$ cat src/rtl/keypad_pkg.sv
// Shared key codes, FSM state type and the column/row key-map decode for the keypad entry controller.
package keypad_pkg;

  localparam logic [4:0] KEY_ENTER = 5'b11100;
  localparam logic [4:0] KEY_CLEAR = 5'b11110;
  localparam logic [4:0] KEY_BKSP  = 5'b11000;
  localparam logic [4:0] KEY_NONE  = 5'b11111;

  typedef enum logic [1:0] {
    SCAN,
    DEBOUNCE,
    HELD,
    RELEASE
  } keypad_state_e;

  // Column 3 is the leftmost keypad column, row 3 the top row.
  function automatic logic [4:0] keyDecode(input logic [3:0] col, input logic [3:0] row);
    logic [4:0] code;
    case ({col, row})
      8'b1000_1000: code = 5'd1;
      8'b0100_1000: code = 5'd2;
      8'b0010_1000: code = 5'd3;
      8'b1000_0100: code = 5'd4;
      8'b0100_0100: code = 5'd5;
      8'b0010_0100: code = 5'd6;
      8'b1000_0010: code = 5'd7;
      8'b0100_0010: code = 5'd8;
      8'b0010_0010: code = 5'd9;
      8'b1000_0001: code = 5'd0;
      8'b0100_0001: code = KEY_ENTER;
      8'b0010_0001: code = KEY_CLEAR;
      8'b0001_0001: code = KEY_BKSP;
      default:      code = KEY_NONE;
    endcase
    return code;
  endfunction

  function automatic logic isDigit(input logic [4:0] code);
    return code <= 5'd9;
  endfunction

endpackage

$ cat src/rtl/keypad_debounce_cnt.sv
// Stable-cycle counter: done_o fires on the CYC-th consecutive enabled cycle since the last clear.
module keypad_debounce_cnt #(
  parameter int unsigned CYC = 20000
) (
  input  logic clk_i,
  input  logic rst_ni,
  input  logic clear_i,
  input  logic en_i,
  output logic done_o
);

  localparam int unsigned CW = $clog2(CYC + 1);
  localparam logic [CW-1:0] LAST = CW'(CYC - 1);

  logic [CW-1:0] cnt_q, cnt_d;

  assign done_o = en_i && (cnt_q == LAST);

  always_comb begin
    cnt_d = cnt_q;
    if (clear_i) begin
      cnt_d = '0;
    end else if (en_i && !done_o) begin
      cnt_d = cnt_q + 1'b1;
    end
  end

  always_ff @(posedge clk_i or negedge rst_ni) begin
    if (!rst_ni) begin
      cnt_q <= '0;
    end else begin
      cnt_q <= cnt_d;
    end
  end

endmodule

$ cat src/rtl/keypad_entry_ctrl.sv
// 4x4 keypad scan, debounce, decode and four-digit BCD entry register.
// Optional auto-repeat of held digit/backspace keys is enabled by defining KEYPAD_AUTOREPEAT_EN.
module keypad_entry_ctrl
  import keypad_pkg::*;
#(
  parameter int unsigned SCAN_DIV   = 1000,
  parameter int unsigned DEB_CYC    = 20000,
  parameter int unsigned REPEAT_CYC = 5000000
) (
  input  logic        CLK,
  input  logic        RST_N,
  output logic [3:0]  keyCols,
  input  logic [3:0]  keyRows,
  output logic [4:0]  Key,
  output logic        key_valid,
  output logic [15:0] entry_bcd,
  output logic [2:0]  entry_len,
  output logic        entry_commit,
  output logic [15:0] committed_bcd
);

  localparam int unsigned SW = $clog2(SCAN_DIV);
  localparam logic [SW-1:0] SCAN_LAST = SW'(SCAN_DIV - 1);

  keypad_state_e state_q, state_d;
  logic [3:0]    rowsMeta_q, rowsS_q;
  logic [3:0]    col_q, col_d;
  logic [3:0]    row_q, row_d;
  logic [SW-1:0] scanCnt_q, scanCnt_d;
  logic [4:0]    key_q, key_d;
  logic          keyValid_q, keyValid_d;
  logic [15:0]   entryBcd_q, entryBcd_d;
  logic [2:0]    entryLen_q, entryLen_d;
  logic [15:0]   committed_q, committed_d;
  logic          commit_q, commit_d;
  logic          debClear, debEn, debDone;
  logic [4:0]    heldCode;

  assign heldCode = keyDecode(col_q, row_q);

  keypad_debounce_cnt #(
    .CYC(DEB_CYC)
  ) uDebounce (
    .clk_i  (CLK),
    .rst_ni (RST_N),
    .clear_i(debClear),
    .en_i   (debEn),
    .done_o (debDone)
  );

`ifdef KEYPAD_AUTOREPEAT_EN
  localparam int unsigned RW = $clog2(REPEAT_CYC + 1);
  localparam logic [RW-1:0] REP_FIRST = RW'(REPEAT_CYC - 1);
  localparam logic [RW-1:0] REP_NEXT  = RW'(REPEAT_CYC / 4 - 1);

  logic [RW-1:0] repCnt_q, repCnt_d;
  logic          repeated_q, repeated_d;

  always_ff @(posedge CLK or negedge RST_N) begin
    if (!RST_N) begin
      repCnt_q   <= '0;
      repeated_q <= 1'b0;
    end else begin
      repCnt_q   <= repCnt_d;
      repeated_q <= repeated_d;
    end
  end
`else
  if (REPEAT_CYC < 4) begin : gNoRepeat
  end
`endif

  always_ff @(posedge CLK or negedge RST_N) begin
    if (!RST_N) begin
      rowsMeta_q <= '0;
      rowsS_q    <= '0;
    end else begin
      rowsMeta_q <= keyRows;
      rowsS_q    <= rowsMeta_q;
    end
  end

  always_comb begin
    state_d    = state_q;
    col_d      = col_q;
    row_d      = row_q;
    scanCnt_d  = scanCnt_q;
    key_d      = key_q;
    keyValid_d = 1'b0;
    debClear   = 1'b1;
    debEn      = 1'b0;
`ifdef KEYPAD_AUTOREPEAT_EN
    repCnt_d   = '0;
    repeated_d = (state_q == HELD || state_q == RELEASE) ? repeated_q : 1'b0;
`endif
    case (state_q)
      SCAN: begin
        if (scanCnt_q == SCAN_LAST) begin
          scanCnt_d = '0;
          if ($onehot(rowsS_q)) begin
            row_d   = rowsS_q;
            state_d = DEBOUNCE;
          end else begin
            col_d = {col_q[0], col_q[3:1]};
          end
        end else begin
          scanCnt_d = scanCnt_q + 1'b1;
        end
      end
      DEBOUNCE: begin
        if (rowsS_q == row_q) begin
          debClear = 1'b0;
          debEn    = 1'b1;
          if (debDone) begin
            state_d = HELD;
            if (heldCode != KEY_NONE) begin
              key_d      = heldCode;
              keyValid_d = 1'b1;
            end
          end
        end else begin
          state_d = SCAN;
          col_d   = {col_q[0], col_q[3:1]};
        end
      end
      HELD: begin
        if (rowsS_q == 4'b0000) begin
          state_d = RELEASE;
        end
`ifdef KEYPAD_AUTOREPEAT_EN
        else if (rowsS_q == row_q && (isDigit(heldCode) || heldCode == KEY_BKSP)) begin
          if (repCnt_q == (repeated_q ? REP_NEXT : REP_FIRST)) begin
            key_d      = heldCode;
            keyValid_d = 1'b1;
            repeated_d = 1'b1;
          end else begin
            repCnt_d = repCnt_q + 1'b1;
          end
        end
`endif
      end
      RELEASE: begin
        if (rowsS_q == 4'b0000) begin
          debClear = 1'b0;
          debEn    = 1'b1;
          if (debDone) begin
            state_d = SCAN;
            col_d   = {col_q[0], col_q[3:1]};
          end
        end else begin
          state_d = HELD;
        end
      end
      default: state_d = SCAN;
    endcase
  end

  // Entry edits act on the registered key pulse, so they land one cycle after key_valid.
  always_comb begin
    entryBcd_d  = entryBcd_q;
    entryLen_d  = entryLen_q;
    committed_d = committed_q;
    commit_d    = 1'b0;
    if (keyValid_q) begin
      if (isDigit(key_q)) begin
        if (entryLen_q != 3'd4) begin
          entryBcd_d = {entryBcd_q[11:0], key_q[3:0]};
          entryLen_d = entryLen_q + 3'd1;
        end
      end else begin
        case (key_q)
          KEY_BKSP: begin
            if (entryLen_q != 3'd0) begin
              entryBcd_d = {4'h0, entryBcd_q[15:4]};
              entryLen_d = entryLen_q - 3'd1;
            end
          end
          KEY_CLEAR: begin
            entryBcd_d = '0;
            entryLen_d = '0;
          end
          KEY_ENTER: begin
            committed_d = entryBcd_q;
            commit_d    = 1'b1;
            entryBcd_d  = '0;
            entryLen_d  = '0;
          end
          default: ;
        endcase
      end
    end
  end

  always_ff @(posedge CLK or negedge RST_N) begin
    if (!RST_N) begin
      state_q     <= SCAN;
      col_q       <= 4'b1000;
      row_q       <= '0;
      scanCnt_q   <= '0;
      key_q       <= KEY_NONE;
      keyValid_q  <= 1'b0;
      entryBcd_q  <= '0;
      entryLen_q  <= '0;
      committed_q <= '0;
      commit_q    <= 1'b0;
    end else begin
      state_q     <= state_d;
      col_q       <= col_d;
      row_q       <= row_d;
      scanCnt_q   <= scanCnt_d;
      key_q       <= key_d;
      keyValid_q  <= keyValid_d;
      entryBcd_q  <= entryBcd_d;
      entryLen_q  <= entryLen_d;
      committed_q <= committed_d;
      commit_q    <= commit_d;
    end
  end

  assign keyCols       = col_q;
  assign Key           = key_q;
  assign key_valid     = keyValid_q;
  assign entry_bcd     = entryBcd_q;
  assign entry_len     = entryLen_q;
  assign entry_commit  = commit_q;
  assign committed_bcd = committed_q;

endmodule

$ cat config.mk
export PLATFORM = sky130hd
export DESIGN_NAME = keypad_entry_ctrl
export DESIGN_NICKNAME = d
export VERILOG_FILES = /design/src/rtl/keypad_pkg.sv /design/src/rtl/keypad_debounce_cnt.sv /design/src/rtl/keypad_entry_ctrl.sv
export SDC_FILE = /design/constraint.sdc
export NUM_CORES = 1
export LEC_CHECK = 0
export CAP_MARGIN = 20
export CELL_PAD_IN_SITES_DETAIL_PLACEMENT = 0
export CELL_PAD_IN_SITES_GLOBAL_PLACEMENT = 1
export CORE_ASPECT_RATIO = 2
export CORE_MARGIN = 5
export CORE_UTILIZATION = 50
export CTS_BUF_LIST = sky130_fd_sc_hd__clkbuf_4
export CTS_CLUSTER_DIAMETER = 80
export CTS_CLUSTER_SIZE = 14
export DETAILED_ROUTE_END_ITERATION = 16
export MAX_ROUTING_LAYER = met4
export PLACE_DENSITY_LB_ADDON = 0.15
export RECOVER_POWER = 25
export SETUP_SLACK_MARGIN = 0.15
export SLEW_MARGIN = 20
export SYNTH_ARGS = -nofsm -noshare
export SYNTH_HDL_FRONTEND = slang
export SYNTH_SLANG_ARGS = --single-unit
$ cat constraint.sdc
create_clock -name CLK -period 5.1 [get_ports CLK]
set_input_delay 1.02 -clock CLK [delete_from_list [all_inputs] [get_ports CLK]]
set_output_delay 1.02 -clock CLK [all_outputs]
set_load 0.005 [all_outputs]
==> out/summary.md, run 1 <==
- status: finished clean
- number of standard-cell rows in the floorplan: 47
- setup repair after global routing missed its margin: no
- count of mapped cells out of synthesis: 379
- commonest cells in the netlist: 79 x dfrtp_1, 35 x nor2_1, 31 x nand2_1
- horizontal extent of the die: 75.32 um
- Routed Wire Length: 8880 um
- placed wire-length estimate: 6479 um
- count of clock tree sinks: 85
- total count of max-transition violations in the final report: 0
- die outline height: 140.6 um
- hold endpoint: rowsS_q[2]
- CTS tree: built
- via total after detailed routing: 2991
- final weighted congestion in routability-driven placement: 0.8530
- Routed Antenna Nets: 0
- P per Cell Area: 209.4 mW/mm2
- Post-Synthesis Net Count: 394
- data required time of the worst path: 5.45 ns
- Hold Fails Final Rpt: 0
- total net switching power: 253.0 uW
- cell taking the most area after synthesis: dfrtp_1
- post-synthesis cell area: 0.004267 mm2
- post-cts sizing count: 0
- via density per instance: 5.643
- share of total power in the clock network: 32.3%
- share of synthesized registers carrying an async set or reset: 100.0%
- proportion of power drawn by flip-flops and latches: 65.2%
- layout filler cell count: 726
- Max clock buf depth: 2
- top cells by area in the synthesized netlist: dfrtp_1 46%, mux2_2 7.7%, dfstp_2 3.7%
- number of different library cells in the post-synthesis netlist: 59
- Area growth syn-to-layout: 16.60%
- endpoint kind of the worst setup timing path: flop
- number of cells traversed by the worst register-to-register path: 10
- setup total negative slack: 0 ns
- CTS Buf Count: 9
- Final period util: 53.32%
- Final Cell Area: 0.004975 mm2
- vias in the first global route: 3035
- min-delay src: rowsMeta_q[2]
- source-to-sink clock delay at the later pin of the worst-skew pair: 0.44 ns
- reg-to-reg critical path endpoint: keyCols[0]
- Clock Skew: 0.02406 ns
- total congestion overflow after global routing: 0
- library cell used as clock root buffer: clkbuf_4
- Post-CTS Repair Setup Buffers: 0
- Initial Utilization: 51.46%
- share of total power consumed by net switching: 24.29%
- Reg area: 0.002135 mm2
- DP Area: 0.004850 mm2
- critical-path maximum fanout: 4
- global-route usage over all layers: 18.61%
- detailed-route DRC error count: 0
- fraction of final layout cells sized beyond drive strength 1: 16.24%
- H-tree levels: 3
- area fraction of the dominant cell type after synthesis: 46.33%
- source of the critical timing path: rowsS_q[0]
- Critical Path Start Type: flop
- dominant register cell in the synthesized netlist: dfrtp_1
- top-level I/O count: 52
- max frequency: 367.7 MHz
- Reg2Reg Setup Slack: 2.38 ns
- global-route wire length before repair: 14920 um
- combinational power share: 2.5%
- DR WL/cell: 16.75 um
- area of the core region: 0.008292 mm2
- DRC violation total after the first TritonRoute iteration: 158
- cts-stage hold buffer count: 0
- number of antenna violations at the first check in global routing: 1
- worst flop-to-flop path startpoint: rowsS_q[0]
- worst hold stages: 0
- warnings from Yosys: 0
- maximum number of pins on one net before global-route repair: 86
- number of max-cap violations: 0
- synthesized flop and latch total: 85
- kind of critical path: flop to flop
- number of input and output port buffers inserted: 51
- clock-pin slew on the worst setup and hold paths: 0.14 ns
- area taken by multi-input logic gates: 0.002021 mm2
- layout net count: 442
- post-synthesis sequential area ratio: 50.03%
- final setup violation count: 0
- slew margin rel.: 45.64%
- total iterations of the first detailed-routing run: 4
- Hold WC Path Type: flop to flop
- most common cell in the synthesized netlist: dfrtp_1
- area of the die: 0.01059 mm2
- worst ir drop on vdd: 0.0001590 V
- internal power of the cells: 788.8 uW
- static leakage: 2.163 nW
- actual slew at the worst max-slew pin: 0.8124 ns
- shortest period the worst path allows: 2.719 ns
- critical path arrival: 3.07 ns
- number of enable-type register cells in the synthesized netlist: 0
- average cell area after synthesis: 11.26 um2
-- per-layer routing --
layer / up-vias / routed length, um / global-route usage (%)
met5: - / 0 / -
met4: 0 / 214 / 6.912
met3: 14 / 302 / 4.205
met2: 60 / 4901 / 31.55
met1: 1473 / 3462 / 20.70
li1: 1444 / - / -
-- worst max path at each step --
stage                         endpoint  slack [ns]
after floorplan             keyCols[1]        2.57
after global placement    entry_bcd[6]        2.43
after detailed placement  entry_bcd[6]        2.39
after CTS                   keyCols[1]        2.37
after global routing        keyCols[1]        2.18
final                       keyCols[0]        2.38
-- final cells by class --
cell class | count | area share (%)
Antenna cell | 1 | 0.05030
Clock buffer | 10 | 1.509
Tap cell | 98 | 2.465
Sequential cell | 85 | 42.91
Clock inverter | 5 | 0.7294
Inverter | 13 | 0.9809
Timing Repair Buffer | 54 | 10.74
Multi-Input combinational cell | 264 | 40.62
-- layout by cell type, fill, tap and decap left out, types with 6 or more instances in the layout --
master,instances
dfrtp_1,79
clkdlybuf4s50_1,46
nor2_1,35
nand2_1,31
mux2_2,29
xor2_1,15
inv_1,13
xnor2_1,12
a22o_1,12
clkbuf_4,10
mux2i_1,9
nor3_1,8
nand3_1,8
ha_1,8
mux2_4,7
dfstp_2,6
nor2b_1,6
o21ai_0,6
-- stage by stage --
| step | utilization (%) | cells | worst slack, ns | power, mW | hold WS [ns] |
|---|---|---|---|---|---|
| after floorplan | - | 379 | 2.565 | 0.7006 | 0.3312 |
| after global placement | 58.49 | 514 | 2.426 | 0.7195 | 0.3316 |
| after detailed placement | 58.49 | 514 | 2.389 | 0.7199 | 0.3385 |
| after CTS | 59.83 | 529 | 2.374 | 1.053 | 0.3693 |
| after global routing | 60.00 | 530 | 2.183 | 1.094 | 0.3851 |
| final | 60.00 | 530 | 2.381 | 1.042 | 0.3679 |
-- cell families (layout without fill, tap and decap cells) --
kind of cell | after synthesis | in the layout | synth area share (%)
XOR/XNOR | 27 | 27 | 5.543
other | 0 | 1 | 0
multiplexers | 48 | 48 | 13.02
adder cells (fa/ha/maj) | 9 | 9 | 2.815
AND/OR/NAND/NOR | 134 | 134 | 17.48
flip-flops | 85 | 85 | 50.03
buffers and inverters | 30 | 82 | 2.786
AO/OA/AOI/OAI | 46 | 46 | 8.329
-- sequential cells by signal, summed over array words and instances (netlist names) --
signal,count
uDebounce.cnt_q,15
entry_len,3
row_q,4
entry_bcd,16
entry_commit,1
key_valid,1
rowsS_q,4
state_q,2
scanCnt_q,10
keyCols,4
rowsMeta_q,4
committed_bcd,16
Key,5
-- worst max-delay path, cell delays in order (launching register included) --
cell and delay (ns):
dfrtp_1 0.40, inv_1 0.09, fa_1 0.53, inv_1 0.04, ha_1 0.17, ha_1 0.26
nor3b_1 0.29, nor4_1 0.10, o21bai_1 0.13, a21o_1 0.28, mux2_4 0.32
-- power by group through the flow --
stage	Combinational [mW]	Sequential [mW]	Clock, mW
6_report	0.0265	0.679	0.336
5_1_grt	0.0318	0.680	0.383
4_1_cts	0.0280	0.679	0.345
3_5_place_dp	0.0279	0.692	0
3_3_place_gp	0.0277	0.692	0
2_1_floorplan	0.00904	0.692	0
Note: power is estimated with default switching activity, not from simulation.
==> run 2: changes to the inputs <==
--- a/config.mk
+++ b/config.mk
@@ -10,7 +10,7 @@
 export CELL_PAD_IN_SITES_GLOBAL_PLACEMENT = 1
 export CORE_ASPECT_RATIO = 2
 export CORE_MARGIN = 5
-export CORE_UTILIZATION = 50
+export CORE_UTILIZATION = 42
 export CTS_BUF_LIST = sky130_fd_sc_hd__clkbuf_4
 export CTS_CLUSTER_DIAMETER = 80
 export CTS_CLUSTER_SIZE = 14
==> constraint.sdc (replaced) <==
create_clock -name CLK -period 2.45 [get_ports CLK]
set_input_delay 0.49 -clock CLK [delete_from_list [all_inputs] [get_ports CLK]]
set_output_delay 0.49 -clock CLK [all_outputs]
set_load 0.005 [all_outputs]
==> run 2 against run 1 <==
The run now ends with negative setup slack left. Combinational power grew to 3.8 times the previous value. Setup slack worse by 2.4 ns. Utilization is 7.0 points lower. Die area is 17% higher. Non-clock buffer count is 21 higher. Sequential cell count stayed put. Critical path depth stayed put. Clock power is 140% higher. Worst hold slack worse by 0.0047 ns. Count of clock-buffer cells in the layout is 1 lower. Maximum frequency is 8.2% higher. Via count is 3.8% higher. Largest cell class unchanged.
==> out/summary.md, run 2 (synthesis results as in run 1) <==
- Initial Utilization: 42.58%, -8.9 points
- Clock Skew: 0.02029 ns, -0.003772 ns
- critical path arrival: 2.84 ns, -0.23 ns
- endpoint kind of the worst setup timing path: flop
- setup slack of the critical path after layout: -0.06266 ns, -2.443 ns
- detailed-route DRC error count: 0, unchanged
- Final period util: 102.6%, +49 points
- maximum number of pins on one net before global-route repair: 49, -43%
- max frequency: 398.0 MHz, +8.2%
- setup repair after global routing missed its margin: yes
- data required time of the worst path: 2.77 ns, -2.68 ns
- share of total power consumed by net switching: 23.51%, -0.78 points
- total iterations of the first detailed-routing run: 4, unchanged
- shortest period the worst path allows: 2.513 ns, -0.2068 ns
- slew margin rel.: 32.15%, -13 points
- Area growth syn-to-layout: 24.34%
- post-placement worst setup slack: -0.04802 ns, -2.437 ns
- worst hold stages: 0, unchanged
- area of the die: 0.01240 mm2, +17%
- source-to-sink clock delay at the later pin of the worst-skew pair: 0.44 ns, about the same
- Routed Wire Length: 9313 um, +4.9%
- Reg2Reg Setup Slack: -0.06 ns, -2.44 ns
- total count of max-transition violations in the final report: 0, unchanged
- critical-path maximum fanout: 4, unchanged
- CTS Buf Count: 9, unchanged
- status: finished with violations
- Final Cell Area: 0.005305 mm2, +6.6%
- H-tree levels: 3, unchanged
- die outline height: 152.5 um, +8.5%
- leading cell types in the layout, fill and taps excluded: 79 x dfrtp_1, 46 x clkdlybuf4s50_1, 35 x nor2_1
- DP Area: 0.005054 mm2, +4.2%
- combinational power share: 4.4%, +1.9 points
- commonest non-fill, non-tap cell in the layout: dfrtp_1
- horizontal extent of the die: 81.27 um, +7.9%
- placed wire-length estimate: 6952 um, +7.3%
- static leakage: 2.301 nW, +6.4%
- count of clock tree sinks: 85, unchanged
- post-layout total power: 2.316 mW, +120%
- DRC violation total after the first TritonRoute iteration: 91, -42%
- top-level I/O count: 52, unchanged
- violations in the final reports: negative setup slack
- area of the core region: 0.01002 mm2, +21%
- number of antenna violations at the first check in global routing: 1, unchanged
- number of standard-cell rows in the floorplan: 52, +11%
- global-route usage over all layers: 16.70%, -1.9 points
- total congestion overflow after global routing: 0, unchanged
- number of max-cap violations: 0, unchanged
- internal power of the cells: 1.771 mW, +120%
- share of total power in the clock network: 34.5%, +2.2 points
- number of input and output port buffers inserted: 51, unchanged
- Critical Path Start Type: flop
- clock-pin slew on the worst setup and hold paths: 0.13 ns, about the same
- final setup violation count: 4, +4
- Routed Antenna Nets: 0, unchanged
- actual slew at the worst max-slew pin: 1.018 ns, +0.2054 ns
- kind of critical path: flop to flop
- total net switching power: 544.5 uW, +120%
- via total after detailed routing: 3104, +3.8%
- DR WL/cell: 15.81 um, -5.6%
- Max clock buf depth: 2, unchanged
- worst ir drop on vdd: 0.0003432 V, +120%
- Hold Fails Final Rpt: 0, unchanged
- final weighted congestion in routability-driven placement: 0.8113, -4.9%
- Hold WC Path Type: flop to flop
- proportion of power drawn by flip-flops and latches: 61.1%, -4.1 points
- layout net count: 463, +4.8%
- via density per instance: 5.270, -6.6%
- vias in the first global route: 3191, +5.1%
- fraction of final layout cells sized beyond drive strength 1: 22.08%, +5.8 points
- number of cells traversed by the worst register-to-register path: 10, unchanged
- global-route wire length before repair: 15770 um, +5.6%
- layout filler cell count: 937, +29%
- CTS tree: built
- library cell used as clock root buffer: clkbuf_4
- P per Cell Area: 436.5 mW/mm2, +110%
==> run 2: per-stage QoR <==
step	hold slack (ns)	utilization (%)	std cells	TNS, ns
3_3_place_gp	0.3332	50.44	566	-0.01507
2_1_floorplan	0.1944	-	379	0
4_1_cts	0.3667	52.16	584	-0.1504
3_5_place_dp	0.3355	50.44	566	-0.1229
6_report	0.3632	52.95	589	-0.1841
5_1_grt	0.3869	52.95	589	-0.6959
==> run 2: worst paths after layout <==
| check | start | end |
|---|---|---|
| min in group asynchronous | RST_N | keyCols[0] |
| worst max-delay path | rowsS_q[3] | keyCols[2] |
| worst min-delay path | rowsMeta_q[2] | rowsS_q[2] |
| worst max register to register | rowsS_q[3] | keyCols[2] |
| max in group asynchronous | RST_N | uDebounce.cnt_q[4] |
| worst min register to register | rowsMeta_q[2] | rowsS_q[2] |
==> run 2: per-layer routing <==
| metal | track usage (%) | vias up | share of wire [%] |
|---|---|---|---|
| met5 | - | - | 0 |
| met4 | 6.124 | 0 | 1.8 |
| met3 | 3.018 | 13 | 3.5 |
| met2 | 30.04 | 64 | 58 |
| met1 | 17.46 | 1542 | 36 |
| li1 | - | 1485 | - |
==> run 2: layout make-up <==
class | instances | area [um2] | area share, %
antenna | 1 | 2.502 | 0.04717
clock buffer | 9 | 67.56 | 1.274
clock inverter | 7 | 72.57 | 1.368
inverter | 13 | 48.80 | 0.9198
multi-input combinational | 264 | 2107 | 39.72
sequential | 85 | 2135 | 40.24
tap | 135 | 168.9 | 3.184
timing repair buffer | 75 | 703.2 | 13.25
==> run 2: power by group through the flow <==
stage / sequential (mW) / combinational [mW] / clock [mW]
2_1_floorplan: 1.44 / 0.0250 / 0
3_3_place_gp: 1.44 / 0.0768 / 0
3_5_place_dp: 1.44 / 0.0785 / 0
4_1_cts: 1.41 / 0.0930 / 0.840
5_1_grt: 1.42 / 0.115 / 0.913
6_report: 1.41 / 0.102 / 0.800
==> run 2: critical path, stage by stage, from the launching register on <==
cell and delay, ns:
dfrtp_1 0.39, inv_2 0.06, fa_1 0.54, inv_1 0.05
ha_2 0.17, ha_4 0.22, nor3b_4 0.20, nor4_2 0.06
o21bai_1 0.15, a21o_1 0.26, mux2_4 0.32
==> run 2: timing repair <==
| action | CTS | global route |
|---|---|---|
| gates resized for setup | 3 | 12 |
| endpoints found under the hold margin | 11 | 0 |
| hold buffers | 1 | 0 |
| pin swaps | 5 | 6 |
| setup endpoints to repair | 4 | 13 |
| buffers inserted | 1 | 4 |
